<file path="src/rtl/rider_steer_ctrl.sv">
// ---------------------------------------------------------------------------
// rider_steer_ctrl
//   Rider-detect / steering-enable controller for the balance platform.
//   Left/right load-cell samples are registered, summed and differenced.
//   Total weight is compared against a hysteresis band around MIN_WT.
//   A three-state FSM (IDLE, WAIT, STEER) decides when steering may be
//   enabled. Steering is enabled only after a settle timer has run while
//   the rider stays balanced. A debounced one-cycle rider_off pulse
//   reports that the rider has stepped off.
//
// Ports
//   clk          in   1      system clock, rising edge
//   rst_n        in   1      asynchronous active-low reset
//   lft_ld       in   LD_W   left load-cell sample, unsigned
//   rght_ld      in   LD_W   right load-cell sample, unsigned
//   en_steer     out  1      steering enabled (high exactly while in STEER)
//   rider_off    out  1      one-cycle pulse after any WAIT/STEER -> IDLE
//   steer_state  out  2      FSM state register: 0 IDLE, 1 WAIT, 2 STEER
//
// Handshake: there is no valid/ready interface. A new sample is accepted
//   on every rising edge of clk. Every decision uses the samples that were
//   registered on the previous edge.
// ---------------------------------------------------------------------------
module rider_steer_ctrl #(
  parameter int LD_W       = 12,
  parameter int MIN_WT     = 'h200,
  parameter int WT_HYST    = 'h040,
  parameter int BAL_SHFT   = 2,
  parameter int LOST_SHFT  = 5,
  parameter int TMR_W      = 26,
  parameter int FAST_SIM   = 0,
  parameter int FAST_TMR_W = 15,
  parameter int OFF_DBNC   = 4
) (
  input  logic            clk,
  input  logic            rst_n,
  input  logic [LD_W-1:0] lft_ld,
  input  logic [LD_W-1:0] rght_ld,
  output logic            en_steer,
  output logic            rider_off,
  output logic [1:0]      steer_state
);

  // Number of timer LSBs that must be all ones for the timer to count as
  // "settled". A fast simulation build uses a shorter settle time.
  localparam int TW = (FAST_SIM != 0) ? FAST_TMR_W : TMR_W;

  // The debounce counter must be able to hold OFF_DBNC itself, because it
  // saturates at that value.
  localparam int OC_W = $clog2(OFF_DBNC + 1);

  localparam int LO_I      = MIN_WT - WT_HYST;
  localparam int HI_I      = MIN_WT + WT_HYST;
  localparam int OFF_MAX_I = OFF_DBNC;
  localparam int OFF_M1_I  = OFF_DBNC - 1;

  localparam logic [LD_W:0]   LO_TH   = LO_I[LD_W:0];
  localparam logic [LD_W:0]   HI_TH   = HI_I[LD_W:0];
  localparam logic [OC_W-1:0] OFF_MAX = OFF_MAX_I[OC_W-1:0];
  localparam logic [OC_W-1:0] OFF_M1  = OFF_M1_I[OC_W-1:0];

  typedef enum logic [1:0] {
    S_IDLE  = 2'd0,
    S_WAIT  = 2'd1,
    S_STEER = 2'd2
  } state_t;

  state_t          state;
  logic [LD_W-1:0] lft_q;
  logic [LD_W-1:0] rght_q;
  logic [TMR_W-1:0] tmr;
  logic [OC_W-1:0] off_cnt;

  logic [LD_W:0]   sum;
  logic [LD_W:0]   diff;
  logic [LD_W-1:0] abs_diff;
  logic [LD_W:0]   abs_diff_x;
  logic [LD_W:0]   bal_th;
  logic [LD_W:0]   lost_th;
  logic            sum_lt_min;
  logic            sum_gt_min;
  logic            balanced;
  logic            lost;
  logic            off_ok;
  logic            full;

  // One extra bit of width keeps the sum from overflowing.
  assign sum = {1'b0, lft_q} + {1'b0, rght_q};

  // The difference is taken at LD_W+1 bits, so the top bit is the sign.
  // The magnitude is at most 2^LD_W-1, so it fits exactly in LD_W bits.
  assign diff       = {1'b0, lft_q} - {1'b0, rght_q};
  assign abs_diff   = diff[LD_W] ? LD_W'(-diff) : LD_W'(diff);
  assign abs_diff_x = {1'b0, abs_diff};

  assign sum_lt_min = (sum < LO_TH);
  assign sum_gt_min = (sum > HI_TH);

  assign bal_th   = sum >> BAL_SHFT;
  // lost_th cannot underflow, because sum>>LOST_SHFT is never more than sum.
  assign lost_th  = sum - (sum >> LOST_SHFT);
  assign balanced = (abs_diff_x < bal_th);
  assign lost     = (abs_diff_x > lost_th);

  // off_cnt counts the earlier consecutive low samples. When it reaches
  // OFF_DBNC-1, the current low sample is the OFF_DBNC-th one.
  assign off_ok = sum_lt_min && ((off_cnt == OFF_M1) || (off_cnt == OFF_MAX));

  assign full = &tmr[TW-1:0];

  assign steer_state = state;

  always_ff @(posedge clk or negedge rst_n) begin
    if (!rst_n) begin
      lft_q     <= '0;
      rght_q    <= '0;
      state     <= S_IDLE;
      tmr       <= '0;
      off_cnt   <= '0;
      en_steer  <= 1'b0;
      rider_off <= 1'b0;
    end else begin
      lft_q  <= lft_ld;
      rght_q <= rght_ld;

      if (sum_lt_min) begin
        if (off_cnt != OFF_MAX) begin
          off_cnt <= off_cnt + 1'b1;
        end
      end else begin
        off_cnt <= '0;
      end

      rider_off <= 1'b0;

      case (state)
        S_IDLE: begin
          en_steer <= 1'b0;
          if (sum_gt_min) begin
            state <= S_WAIT;
            tmr   <= '0;
          end
        end

        S_WAIT: begin
          if (off_ok) begin
            state     <= S_IDLE;
            en_steer  <= 1'b0;
            rider_off <= 1'b1;
          end else if (!balanced) begin
            // Being out of balance always restarts the settle time.
            // This includes the cycle in which the timer is already full.
            tmr <= '0;
          end else if (full) begin
            state    <= S_STEER;
            en_steer <= 1'b1;
          end else begin
            tmr <= tmr + 1'b1;
          end
        end

        S_STEER: begin
          if (off_ok) begin
            state     <= S_IDLE;
            en_steer  <= 1'b0;
            rider_off <= 1'b1;
          end else if (lost) begin
            state    <= S_WAIT;
            tmr      <= '0;
            en_steer <= 1'b0;
          end
        end

        default: begin
          state    <= S_IDLE;
          en_steer <= 1'b0;
        end
      endcase
    end
  end

endmodule
</file>
<file path="config.mk">
export PLATFORM = sky130hd
export DESIGN_NAME = rider_steer_ctrl
export DESIGN_NICKNAME = d
export VERILOG_FILES = /design/src/rtl/rider_steer_ctrl.sv
export SDC_FILE = /design/constraint.sdc
export NUM_CORES = 1
export LEC_CHECK = 0
export CORE_UTILIZATION = 50
export DETAILED_ROUTE_END_ITERATION = 10
export PLACE_DENSITY = 0.71
export RECOVER_POWER = 50
export SLEW_MARGIN = 0
export SYNTH_ARGS = -nofsm -noshare
export SYNTH_HDL_FRONTEND = slang
export SYNTH_SLANG_ARGS = --single-unit
</file>
<file path="constraint.sdc">
create_clock -name clk -period 8.1 [get_ports clk]
set_input_delay 1.62 -clock clk [delete_from_list [all_inputs] [get_ports clk]]
set_output_delay 1.62 -clock clk [all_outputs]
set_load 0.02 [all_outputs]
</file>
# Yosys cells after proc, flatten, opt, wreduce, memory -nomap -nowiden
# Cells that the tools add are included.
# Widths: inputs -> output; s select.
[op_classes]
eq_ne = 14
magnitude_cmp = 4
muxes = 25
add_sub_neg = 6
reduce_logical = 9
[ops]
columns = ["cell", "count"]
rows = [
  ["$mux 26", 6],
  ["$pmux 26 s3", 1],
  ["$add 26x1->26 const B", 1],
  ["$reduce_and 26->1", 1],
  ["$ne 3x3->1 const B", 5],
  ["$add 12x12->13", 1],
  ["$gt 12x13->1", 1],
  ["$gt 13x10->1 const B", 1],
  ["$lt 13x9->1 const B", 1],
  ["$sub 12x12->13", 1],
  ["$sub 13x8->13", 1],
  ["$lt 12x11->1", 1],
  ["$mux 12", 1],
  ["$mux 2", 6],
  ["$neg 12->12", 1],
  ["$ne 2x2->1 const B", 4],
  ["$mux 1", 7],
  ["$mux 3", 2],
  ["$pmux 2 s3", 1],
  ["$reduce_and 6->1", 1],
  ["$reduce_and 4->1", 1],
  ["$add 3x1->3 const B", 1],
  ["$eq 3x2->1 const B", 1],
  ["$eq 3x3->1 const B", 1],
  ["10 further kinds", 10],
]
[word_totals]
ff_bits = 57
in_bits = 26
wordCells = 65
output_inout_bits = 4

# Logic depth before layout (Yosys ltp)
[logic_depth]
word_depth = 7
depth_mapped = 27
ltp_nobuf = 24

# Worst setup path after synthesis
# No wires, ideal clock.
[synth_path]
kind = "flip-flop to flip-flop"
from = "register lft_q[1]"
to = "register tmr[2]"
t_required_ns = 7.979
n_path_buf = 2
synth_period_minus_slack_ns = 5.355
path_slack_ns = 2.745
path_stages_with_launch = 24
arrival_time_ns = 5.234
setup_time_ns = 0.121
path_cell_list = "dfrtp_1 > inv_1 > fa_1 > or2_1 > a2111o_1 > nand2_1 > xnor2_1 > inv_1 > fa_1 > o31a_1 > o31ai_4 > a31oi_1 > nand3_1 > xnor2_1 > ha_1 > and3_1 > nand3_1 > o21bai_1 > a21oi_1 > o211ai_2 > buf_6 > buf_8 > a221o_1 > a22o_1"
[synth_between]
elab_chain_cells = 7
word_cells_on_any_way = 19
classes_between = "add/sub (4); order compare (4); eq/ne (5); mux (4); reduce/logical (2)"
[synth_lines]
columns = ["item", "line", "rtl"]
rows = [
  ["start, declared", "69", "logic [LD_W-1:0] lft_q;"],
  ["start signal, assigned", "123", "lft_q <= lft_ld;"],
  ["$sub 12x12->13", "92", "assign diff = {1'b0, lft_q} - {1'b0, rght_q};"],
  ["$neg 12->12", "93", "assign abs_diff = diff[LD_W] ? LD_W'(-diff) : LD_W'(diff);"],
  ["$mux 12", "93", ""],
  ["$lt 12x11->1", "102", "assign balanced = (abs_diff_x < bal_th);"],
  ["$mux 26", "150", "end else if (!balanced) begin"],
  ["$mux 26", "146", "if (off_ok) begin"],
  ["$pmux 26 s3", "136", "case (state)"],
  ["end signal, assigned", "158", "tmr <= tmr + 1'b1;"],
  ["end, declared", "71", "logic [TMR_W-1:0] tmr;"],
]
# Several ways; a longest one is shown, not always the timed one. The select of a mux whose other input is x is not followed.
# A chain may end at the register's enable or synchronous reset.

# Final worst setup path
[layout_path]
from = "register lft_q[0]"
to = "register tmr[0]"
# The elaborated chain is that of the path after synthesis.

==> results.md <==
Synth:
- The biggest area contributor in the post-synthesis netlist is dfrtp_1.
- The async set-or-reset flop fraction in the synthesized netlist is 1.00.
- The cell with the most instances after synthesis is ha_1.
- Yosys printed 0 warnings.
- Counting every net in the synthesized netlist gives 710.
- Sorting the synthesized cells by how often they occur yields ha_1 (61), dfrtp_1 (57), inv_1 (56), nor2_1 (41), nand2_1 (39).
- The synthesized cell area is 5510 um^2.
- The number of enable-type register cells in the synthesized netlist is 0.
- The gate count after technology mapping is 620.
- The share of synthesized area in the top cell type comes to 0.259.
- The dominant register cell in the synthesized netlist is dfrtp_1.
- The sequential fraction of the synthesis area is 0.259.
- In this run, synthesis produced a sequential element count of 57.
- In this run, distinct cell masters in the synthesized netlist total 85.
- Ranked by total cell area, the synthesized netlist is headed by dfrtp_1 (26%), ha_1 (14%), xnor2_1 (4.6%), inv_1 (3.8%), nor2_1 (2.8%).
- The post-synthesis average cell area is 8.89 um^2.

Timing:
- The final number of hold-violating endpoints was 0.
- The total count of max-transition violations in the final report was 58.
- The tightest hold path in the finished design has a slack of 0.492 ns.
- The fmax is 0.158 GHz.
- The post-route clock skew is 0.00965 ns.
- The setup TNS after final layout is 0 ns.
- At the pin with the least slew margin, the transition time is 3.06 ns.
- Setup repair after global routing left no endpoint under its margin.
- The portion of the clock cycle consumed by the worst path in the final layout is 0.780.
- The final setup violation count is 0.
- Headroom to the max-slew limit came out at -1.04.
- The time the worst path needs with I/O delays and setup is 6.32 ns.
- The worst path setup slack after routing is 1.78 ns.

Place:
- The congestion estimate from routability-driven global placement came to 0.890.
- During placement, the flow inserted port buffers numbering 29.
- The half-perimeter wire length after placement is 10.0 mm.
- At the placement stage, the worst setup path has a slack of 1.83 ns.
- The post-placement cell area is 5870 um^2.
- The post-placement cell count is 766.

Floorplan:
- The die outline height is 107 um.
- The floorplan step set the die width to 107 um.
- The die footprint is 11400 um^2.
- After floorplanning, the core was sized to cover 10500 um^2.
- The initialized floorplan defines 37 standard-cell rows.
- The number of top-level design ports is 30.
- The effective utilization at floorplan is 0.524.

CTS:
- Hold repair after CTS inserted 0 buffers.
- The clock input transition at the sequential cells of the worst setup and hold paths is 0.07 ns.
- The sink count of the clock tree is 57.
- The number of resized instances in the post-cts repair step is 0.
- TritonCTS built the clock tree.
- Clock tree synthesis inserted a total of 9 buffers.
- Clock tree synthesis selected as its root buffer the cell clkbuf_8.
- The deepest clock path buffer count is 2.
- The H-tree depth is 3.
- The latest clock arrival within the worst-skew pair is 0.35 ns.
- The buffers inserted during post-CTS setup optimization is 0.

Layout:
- In the final layout, the share of cells above drive strength 1 is 0.0882.
- The final layout contains 731 nets.
- The final design area excluding fillers is 6080 um^2.
- The area growth from synthesis to layout is 10.3%.
- The diode insertion count for antenna repair is 0.
- The post-route core utilization is 0.578.
- The number of filler cells placed in the layout is 924.
- The non-filler instance count after layout is 782.

Detailed routing:
- The average wire length per cell after detail routing is 17.3 um.
- The number of detailed-route iterations in the first pass is 5.
- The via density per instance is 6.30.
- The detailed router finished its first iteration with 311 violations.
- The total via count after detailed routing is 4926.
- The routed design has 13.5 mm of wire.
- The count of antenna-violating nets left after detailed routing is 0.
- The post-route DRC violation count is 0.

Min path:
- The number of stages on the worst hold path is 1.
- The classification of the worst-slack hold path is flop to flop.

Critical path:
- For this design, the slowest cell found on the critical path is a2111oi_4.
- The number of cell instances on the worst register-to-register path is 23.
- Counting buffers and inverters, the worst setup path is 23 cells deep.
- The endpoint identified for the worst register-to-register timing path is tmr[0].
- The startpoint identified for the worst register-to-register timing path is lft_q[0].
- STA puts the critical path data arrival time at 6.61 ns.
- Following the worst setup path forward leads to its endpoint at tmr[0].
- In this design, the largest share of critical-path delay is due to compound AO/OA/AOI/OAI gates.
- On the worst path, the slowest cell contributes a delay of 0.67 ns.
- Along the worst path, the maximum fanout reaches 29.
- The element type at the critical path start is a flop.
- The classification of the worst setup path is flop to flop.
- The setup check on the worst reg-to-reg path leaves a slack of 1.78 ns.
- Traced cell by cell, the critical path runs through ha_1, inv_1, fa_1, or2_1, a2111o_1, nand2_1, xnor2_1, inv_1, fa_1, o31a_1, o31ai_4, a31oi_1, nand3_1, xnor2_1, ha_1, and3_1, nand3_1, o21bai_1, a21oi_1, o211ai_2, buf_4, a2111oi_4, mux2_2.
- The most critical setup path has its startpoint at lft_q[0].
- The data required time of the worst path is 8.39 ns.
- The capturing element type of the critical path is a flop.
- The sum of buffers and inverters on the critical path is 3.

GRT:
- For this run, the total global-route usage over all layers was measured as 0.249.
- The leftover overflow at the end of global routing is 0.
- The number of antenna violations at the first check in global routing is 0.
- The number of global-route vias before repair is 4670.
- The first global-routing pass estimated 22.7 mm of wire.
- The largest net degree at the start of global routing is 58.

Outcome:
- The checks that failed: capacitance limit, slew limit.
- The flow ran to the end, but the final reports show violations.

Power:
- Across the VDD grid, the largest voltage drop is 0.000143 V.
- In this run the power density over the cells is 225 nW/um^2.
- After layout, the design draws a total of 1.37 mW.
- The standby leakage power is 2.75 nW.

Flow run:
- The tool flagged a number of max-cap violations equal to 1.
how the worst min path moves through the flow:
stage | startpoint | endpoint | slack, ns
after floorplan | tmr[16] | tmr[16] | 0.45
after global placement | tmr[16] | tmr[16] | 0.47
after detailed placement | tmr[16] | tmr[16] | 0.48
after CTS | tmr[16] | tmr[16] | 0.50
after global routing | tmr[16] | tmr[16] | 0.51
final | tmr[16] | tmr[16] | 0.49
flip-flops by register name (all words and copies together), names as in the netlist:
| signal | count |
|---|---|
| tmr | 26 |
| lft_q | 12 |
| steer_state | 2 |
| rider_off | 1 |
| rght_q | 12 |
| off_cnt | 3 |
| en_steer | 1 |
final cells by class:
type / count / area [um^2] / share of cell area
well taps: 136 / 170 / 0.0280
clock inverters: 4 / 51.3 / 0.00844
multi-input cells: 484 / 3760 / 0.618
flip-flops and latches: 57 / 1430 / 0.235
repair buffers: 32 / 304 / 0.0500
clock buffers: 12 / 155 / 0.0255
inverters: 57 / 214 / 0.0352
layer usage:
layer	up-vias	track usage	part of all wire
li1	2347	-	-
met1	2417	0.354	0.48
met2	150	0.388	0.46
met3	12	0.0377	0.048
met4	0	0.0773	0.013
met5	-	0	0
where the power goes:
part | total [mW] | internal [mW] | switching [mW]
Sequential | 0.311 | 0.299 | 0.0119
Combinational | 0.777 | 0.310 | 0.467
Clock | 0.282 | 0.159 | 0.123
placed cells by master, fill, tap and decap left out, drive strengths merged, types with 14 or more instances in the layout:
cell,instances
ha,61
dfrtp,57
inv,57
nor2,41
nand2,40
a21oi,30
xnor2,30
nand3,25
dlygate4sd3,24
o21ai,22
and3,20
nor3,16
a2111oi,14
cell families (layout without fill, tap and decap cells):
family,Yosys count,after routing,synth area share
XOR/XNOR,38,38,0.0681
multiplexers,3,3,0.00613
buffers and inverters,79,105,0.0613
AND/OR/NAND/NOR,200,200,0.189
flip-flops,57,57,0.259
adder cells (fa/ha/maj),64,64,0.149
AO/OA/AOI/OAI,179,179,0.267
(Power assumes the default switching activity.)
